`config.mk`:
```
export PLATFORM = sky130hd
export DESIGN_NAME = l1_flush_ctrl
export DESIGN_NICKNAME = d
export VERILOG_FILES = /design/src/rtl/l1_flush_ctrl.sv
export SDC_FILE = /design/constraint.sdc
export NUM_CORES = 1
export LEC_CHECK = 0
export ABC_AREA = 1
export CORE_MARGIN = 2
export CORE_UTILIZATION = 35
export CTS_CLUSTER_SIZE = 14
export DETAILED_ROUTE_END_ITERATION = 7
export PLACE_DENSITY = 0.65
export SETUP_SLACK_MARGIN = 0.4
export SYNTH_ARGS = -nofsm -noshare
export SYNTH_HDL_FRONTEND = slang
export SYNTH_SLANG_ARGS = --single-unit
```
`constraint.sdc`:
```
create_clock -name clk -period 3.2 [get_ports clk]
set_clock_uncertainty 0.1 [all_clocks]
set_input_delay 0.64 -clock clk [delete_from_list [all_inputs] [get_ports clk]]
set_output_delay 0.64 -clock clk [all_outputs]
set_load 0.005 [all_outputs]
```
`src/rtl/l1_flush_ctrl.sv`:
```
// l1_flush_ctrl
//
// Walks the L1 lines in order (lineSel = 0 .. LINES-1). Each dirty line
// (lineStatus != 0) is written back to memory, one transaction at a time.
// Clean lines are skipped.
//
// Memory handshake: memReq is the valid and memAck is the ready.
// - memReq rises after the FETCH edge of a dirty line.
// - memReq, memAddr and memData stay constant until the first clock edge
//   that samples memAck high. That edge completes the transfer and drops
//   memReq.
// - memAck is ignored whenever no request is pending.
//
// Ports:
//   clk, rst             rising-edge clock, asynchronous active-high reset
//   flushStart           flush request, only accepted while idle
//   lineSel              line index presented to the L1 read port
//   lineData/Addr/Status combinational read data of the selected line
//   memReq/Addr/Data     write-back request
//   memAck               write-back accept
//   busy                 high from flush accept until completion
//   done                 one-cycle completion pulse
//   flushCount           dirty lines written back in the current/last flush
//   stateDbg             current FSM state, for observation only
module l1_flush_ctrl #(
  parameter int LINES = 4,
  parameter int DW    = 8,
  parameter int AW    = 3,
  parameter int SW    = 2
) (
  input  logic          clk,
  input  logic          rst,
  input  logic          flushStart,
  output logic [1:0]    lineSel,
  input  logic [DW-1:0] lineData,
  input  logic [AW-1:0] lineAddr,
  input  logic [SW-1:0] lineStatus,
  output logic          memReq,
  output logic [AW-1:0] memAddr,
  output logic [DW-1:0] memData,
  input  logic          memAck,
  output logic          busy,
  output logic          done,
  output logic [2:0]    flushCount,
  output logic [2:0]    stateDbg
);

  typedef enum logic [2:0] {
    IDLE  = 3'd0,
    FETCH = 3'd1,
    WRITE = 3'd2,
    NEXT  = 3'd3,
    DONE  = 3'd4
  } state_t;

  localparam logic [1:0] LAST_LINE = 2'(LINES - 1);

  state_t state, nextState;

  // Control strobes decoded from the current state and inputs.
  logic startFlush;
  logic captureLine;
  logic issueWrite;
  logic ackWrite;
  logic advanceLine;
  logic finishFlush;

  // State register
  always_ff @(posedge clk or posedge rst) begin
    if (rst) state <= IDLE;
    else     state <= nextState;
  end

  // Next-state logic
  always_comb begin
    nextState = state;
    case (state)
      IDLE:    if (flushStart) nextState = FETCH;
      FETCH:   nextState = (lineStatus != '0) ? WRITE : NEXT;
      WRITE:   if (memAck) nextState = NEXT;
      NEXT:    nextState = (lineSel == LAST_LINE) ? DONE : FETCH;
      DONE:    nextState = IDLE;
      default: nextState = IDLE;
    endcase
  end

  // Output decode. lineStatus is only looked at in FETCH, and memAck only
  // in WRITE, so changes on those inputs in other states have no effect.
  always_comb begin
    startFlush  = (state == IDLE) && flushStart;
    captureLine = (state == FETCH);
    issueWrite  = (state == FETCH) && (lineStatus != '0);
    ackWrite    = (state == WRITE) && memAck;
    advanceLine = (state == NEXT) && (lineSel != LAST_LINE);
    finishFlush = (state == DONE);
  end

  // Registered datapath and outputs. The address and data of every fetched
  // line are captured, even for clean lines, so that they are already in
  // place when memReq rises.
  always_ff @(posedge clk or posedge rst) begin
    if (rst) begin
      lineSel    <= '0;
      memReq     <= 1'b0;
      memAddr    <= '0;
      memData    <= '0;
      busy       <= 1'b0;
      done       <= 1'b0;
      flushCount <= '0;
    end else begin
      done <= finishFlush;
      if (startFlush) begin
        lineSel    <= '0;
        flushCount <= '0;
        busy       <= 1'b1;
      end
      if (captureLine) begin
        memAddr <= lineAddr;
        memData <= lineData;
      end
      if (issueWrite) memReq <= 1'b1;
      if (ackWrite) begin
        memReq     <= 1'b0;
        flushCount <= flushCount + 3'd1;
      end
      if (advanceLine) lineSel <= lineSel + 2'd1;
      if (finishFlush) busy <= 1'b0;
    end
  end

  assign stateDbg = state;

endmodule

```
# Yosys cells after proc, flatten, opt, wreduce, memory -nomap -nowiden
# Cells that the tools add are included.
totals:
  regBits: 22
  elab_cells: 42
op_classes:
  n_addsub: 2
  n_eq_ne: 8
  n_mux: 13
  n_reduce_logical: 11
op_table:
  columns: ["cell", "n"]
  rows:
  - ["$mux W3", 5]
  - ["$pmux W3 S4", 1]
  - ["$reduce_bool A2 Y1", 5]
  - ["$eq A3 B2 Y1 const B", 2]
  - ["$ne A2 B2 Y1 const B", 3]
  - ["$mux W1", 5]
  - ["$logic_and A1 B1 Y1", 4]
  - ["$mux W2", 2]
  - ["$add A3 B1 Y3 const B", 1]
  - ["$eq A3 B1 Y1 const B", 1]
  - ["$eq A3 B3 Y1 const B", 1]
  - ["$logic_not A3 Y1", 1]
  - ["$add A2 B1 Y2 const B", 1]
  - ["$eq A2 B2 Y1 const B", 1]
  - ["$reduce_and A2 Y1", 1]

# Longest topological paths before layout
logic_depth:
  word_depth: 4
  mapped_depth: 7
  ltp_nobuf: 7

# Worst setup path after synthesis
# OpenSTA, ideal clock, no wires.
synth_timing:
  path_type: "register -> register"
  startpoint: "register state[2], in the netlist stateDbg[2]"
  endpoint: "register lineSel[0]"
  arrival_time_ps: 950
  required_ps: 2982
  setup_slack_ps: 2032
  stages_incl_launch_ff: 7
  path_buffers: 0
  period_less_slack_ps: 1168
  cell_sequence: "dfrtp_1 > inv_1 > nand2_1 > nor2_1 > nand2_1 > nand3_1 > nand2_1"
synth_via:
  elab_chain_cells: 3
synth_rtl:
  columns: ["element", "line_no", "text"]
  rows:
  - ["from (decl)", "58", "state_t state, nextState;"]
  - ["from (signal assigned)", "71", "else state <= nextState;"]
  - ["$eq A3 B2 Y1 or $logic_not A3 Y1 (tied branches)", "94, 90", null]
  - ["$logic_and A1 B1 Y1 (on tied branches)", "94, 90", null]
  - ["$mux W2 or $reduce_bool A2 Y1 (tied branches)", null, null]
  - ["to (signal assigned)", "126", "if (advanceLine) lineSel <= lineSel + 2'd1;"]
  - ["to (decl)", "34", "output logic [1:0] lineSel,"]
# Several ways; a longest one is shown, not always the timed one.
# A chain may end at the register's enable or synchronous reset.

# Worst setup path after layout
layout_timing:
  startpoint: "register state[2], in the netlist stateDbg[2]"
  endpoint: "output stateDbg[2]"
layout_rtl:
  columns: ["element", "line_no", "text"]
  rows:
  - ["to (decl)", "45", "output logic [2:0] stateDbg"]
# No word-level cell between the ends.

==> flow_summary.json <==
{
  "post_cts_buffers": 0,
  "p_leak_nw": 0.693,
  "worstReg2RegEnd": "memData[2]$_DFFE_PP0N_",
  "status": "completed",
  "cp-start-kind": "register",
  "path_clk_slew_ns": 0.11,
  "antenna_left": 0,
  "antenna_found_initial": 0,
  "gp_congestion": 0.719,
  "viasPerCell": 4.56,
  "diodes": 0,
  "met2_length_um": 972,
  "finalCritPeriodShare": 0.644,
  "synth_cell_types": 17,
  "critical_path.cell_chain": "clkdlybuf4s50_1",
  "initial_core_util": 0.378,
  "dpl.hpwl_um": 1560,
  "synthCells": 110,
  "synth-seq-cells": 22,
  "worstHoldPathType": "reg -> reg",
  "drive_gt1_frac": 0.0667,
  "drc": 0,
  "cp_max_fo": 4,
  "whs_path_depth": 2,
  "port_buffers": 38,
  "drt_wl_total_um": 2030,
  "worst_ep_required_time_ns": 2.46,
  "setup_viol": 0,
  "cts_tree": "done",
  "p_total_mw": 1.22,
  "dr.max_layer_used": "met3",
  "m1WireLength_um": 900,
  "grt_first_pass_wirelength_um": 3470,
  "min_period_ns": 2.06,
  "final_common_cell": "nand2_1",
  "slew_headroom": 0.468,
  "stdcell_area_um2": 1390,
  "dieArea_um2": 3160,
  "cap_violations": 0,
  "syn-cell-area_um2": 953,
  "die_h_um": 56.2,
  "grt_use_total": 0.137,
  "r2r_setup_slack_ns": 1.85,
  "firstDrtPassIters": 4,
  "critPathBufInv": 1,
  "reg2reg_depth": 6,
  "clock_latency_ns": 0.30,
  "ctsHoldBuffers": 0,
  "cts.sinks": 22,
  "synthTopCellsByArea": "dfrtp_1 (58%), nand2_1 (17%), nand3_1 (5.8%)",
  "grt_setup_unrepaired": "false",
  "min_from": "memAddr[1]$_DFFE_PP0N_",
  "drt_iter0_markers": 17,
  "vdd_drop_max_v": 0.000541,
  "fmax_mhz": 485,
  "post-synth-top-area-cell": "dfrtp_1",
  "power-per-cell-area_nw_per_um2": 879,
  "seq_area_frac_synth": 0.577,
  "critPathKind": "reg -> out",
  "htreeDepth": 1,
  "holdPathEnd": "memAddr[1]$_DFFE_PP0N_",
  "row_count": 18,
  "final_cell_mix": "nand2_1 (44), clkdlybuf4s50_1 (38), dfrtp_1 (22)",
  "r2r_start": "stateDbg[0]$_DFFE_PP0P_",
  "final-hold-violation-count": 0,
  "path_delay_family": "buffers and inverters",
  "ys_warn_count": 0,
  "grt_overflow": 0,
  "post_drt_wl_per_cell_um": 11.3,
  "ctsLongestPathBuffers": 2,
  "dr_wl_met3_um": 154,
  "max_stage_delay_ns": 0.54,
  "area_growth_pct": 45.9,
  "num_vias": 821,
  "final_nets": 170,
  "regArea_um2": 551,
  "setup_tns_ns": 0,
  "arrival_ns": 1.32,
  "cts_resized": 0,
  "multi_input_area_um2": 345,
  "grt_max_degree": 23,
  "grt_pass1_vias": 847,
  "synth_nets": 129,
  "num_io_pins": 39,
  "core_area_um2": 2520,
  "cts_buffers": 3,
  "cts_root_buffer": "clkbuf_4",
  "fillers": 248,
  "end_kind": "output pin",
  "dpl_cell_area_um2": 1360,
  "crit_slowest_cell": "clkdlybuf4s50_1",
  "synthDominantCellAreaShare": 0.577,
  "tightest_slew_ns": 0.798,
  "fp.dieW_um": 56.2,
  "synth_area_per_cell_um2": 8.67,
  "finalMaxSlewViolations": 0
}
[state kept, by name (all words and copies together) (netlist names)]
| name | flops |
|---|---|
| memReq | 1 |
| memAddr | 3 |
| stateDbg | 3 |
| lineSel | 2 |
| flushCount | 3 |
| busy | 1 |
| done | 1 |
| memData | 8 |
[worst max path at each step]
stage	start	endpoint	slack, ns	depth (start not counted)
3_3_place_gp	rst	done$_DFF_PP0_	1.45	2
6_report	stateDbg[2]$_DFFE_PP0P_	stateDbg[2]	1.14	1
4_1_cts	stateDbg[2]$_DFFE_PP0P_	stateDbg[2]	1.12	1
3_5_place_dp	rst	memAddr[1]$_DFFE_PP0N_	1.42	2
5_1_grt	stateDbg[2]$_DFFE_PP0P_	stateDbg[2]	1.09	1
2_1_floorplan	stateDbg[2]$_DFFE_PP0P_	lineSel[0]$_DFFE_PP0P_	2.03	6
[area by class of cell]
cell class                      count  area share
Tap cell                           30      0.0270
Timing Repair Buffer               38       0.273
Inverter                           11      0.0297
Clock buffer                        4      0.0261
Sequential cell                    22       0.396
Multi-Input combinational cell     75       0.248
[kinds of logic (layout without fill, tap and decap cells)]
family          Yosys count  after routing  synth area share
simple gates             68             68             0.306
flops                    22             22             0.577
buf+inv                  13             53            0.0604
compound gates            4              4            0.0210
fa+ha+maj                 2              2            0.0262
xor+xnor                  1              1           0.00919
[synth_stat cells]
master / n
xnor2_1: 1
inv_2: 3
o21ai_0: 2
nand3b_1: 2
inv_1: 8
nand2_1: 44
ha_1: 2
buf_2: 1
nand2_2: 1
nor2_1: 6
nor2_4: 1
nor2_2: 1
nand3_1: 11
dfrtp_1: 22
buf_6: 1
o21ai_1: 2
nor3_1: 2
[where the power goes]
group / leakage, nW / internal [mW] / switching, mW
clock: 0.0210 / 0.0694 / 0.0789
sequential: 0.273 / 0.397 / 0.0835
combinational: 0.399 / 0.316 / 0.279
total: 0.693 / 0.783 / 0.441
[per-stage QoR]
stage          worst slack, ns  hold slack (ns)  utilization  instances
2_1_floorplan             2.03            0.372            -        110
3_3_place_gp              1.45            0.364        0.537        176
3_5_place_dp              1.42            0.365        0.537        176
4_1_cts                   1.12            0.394        0.552        180
5_1_grt                   1.09            0.430        0.552        180
6_report                  1.14            0.393        0.552        180
[per-layer routing]
layer	GRT usage	vias to the layer above
li1	-	420
met1	0.162	370
met2	0.249	31
met3	0.0349	0
met4	0.0306	0
met5	0	-
Note: power is estimated with default switching activity, not from simulation.
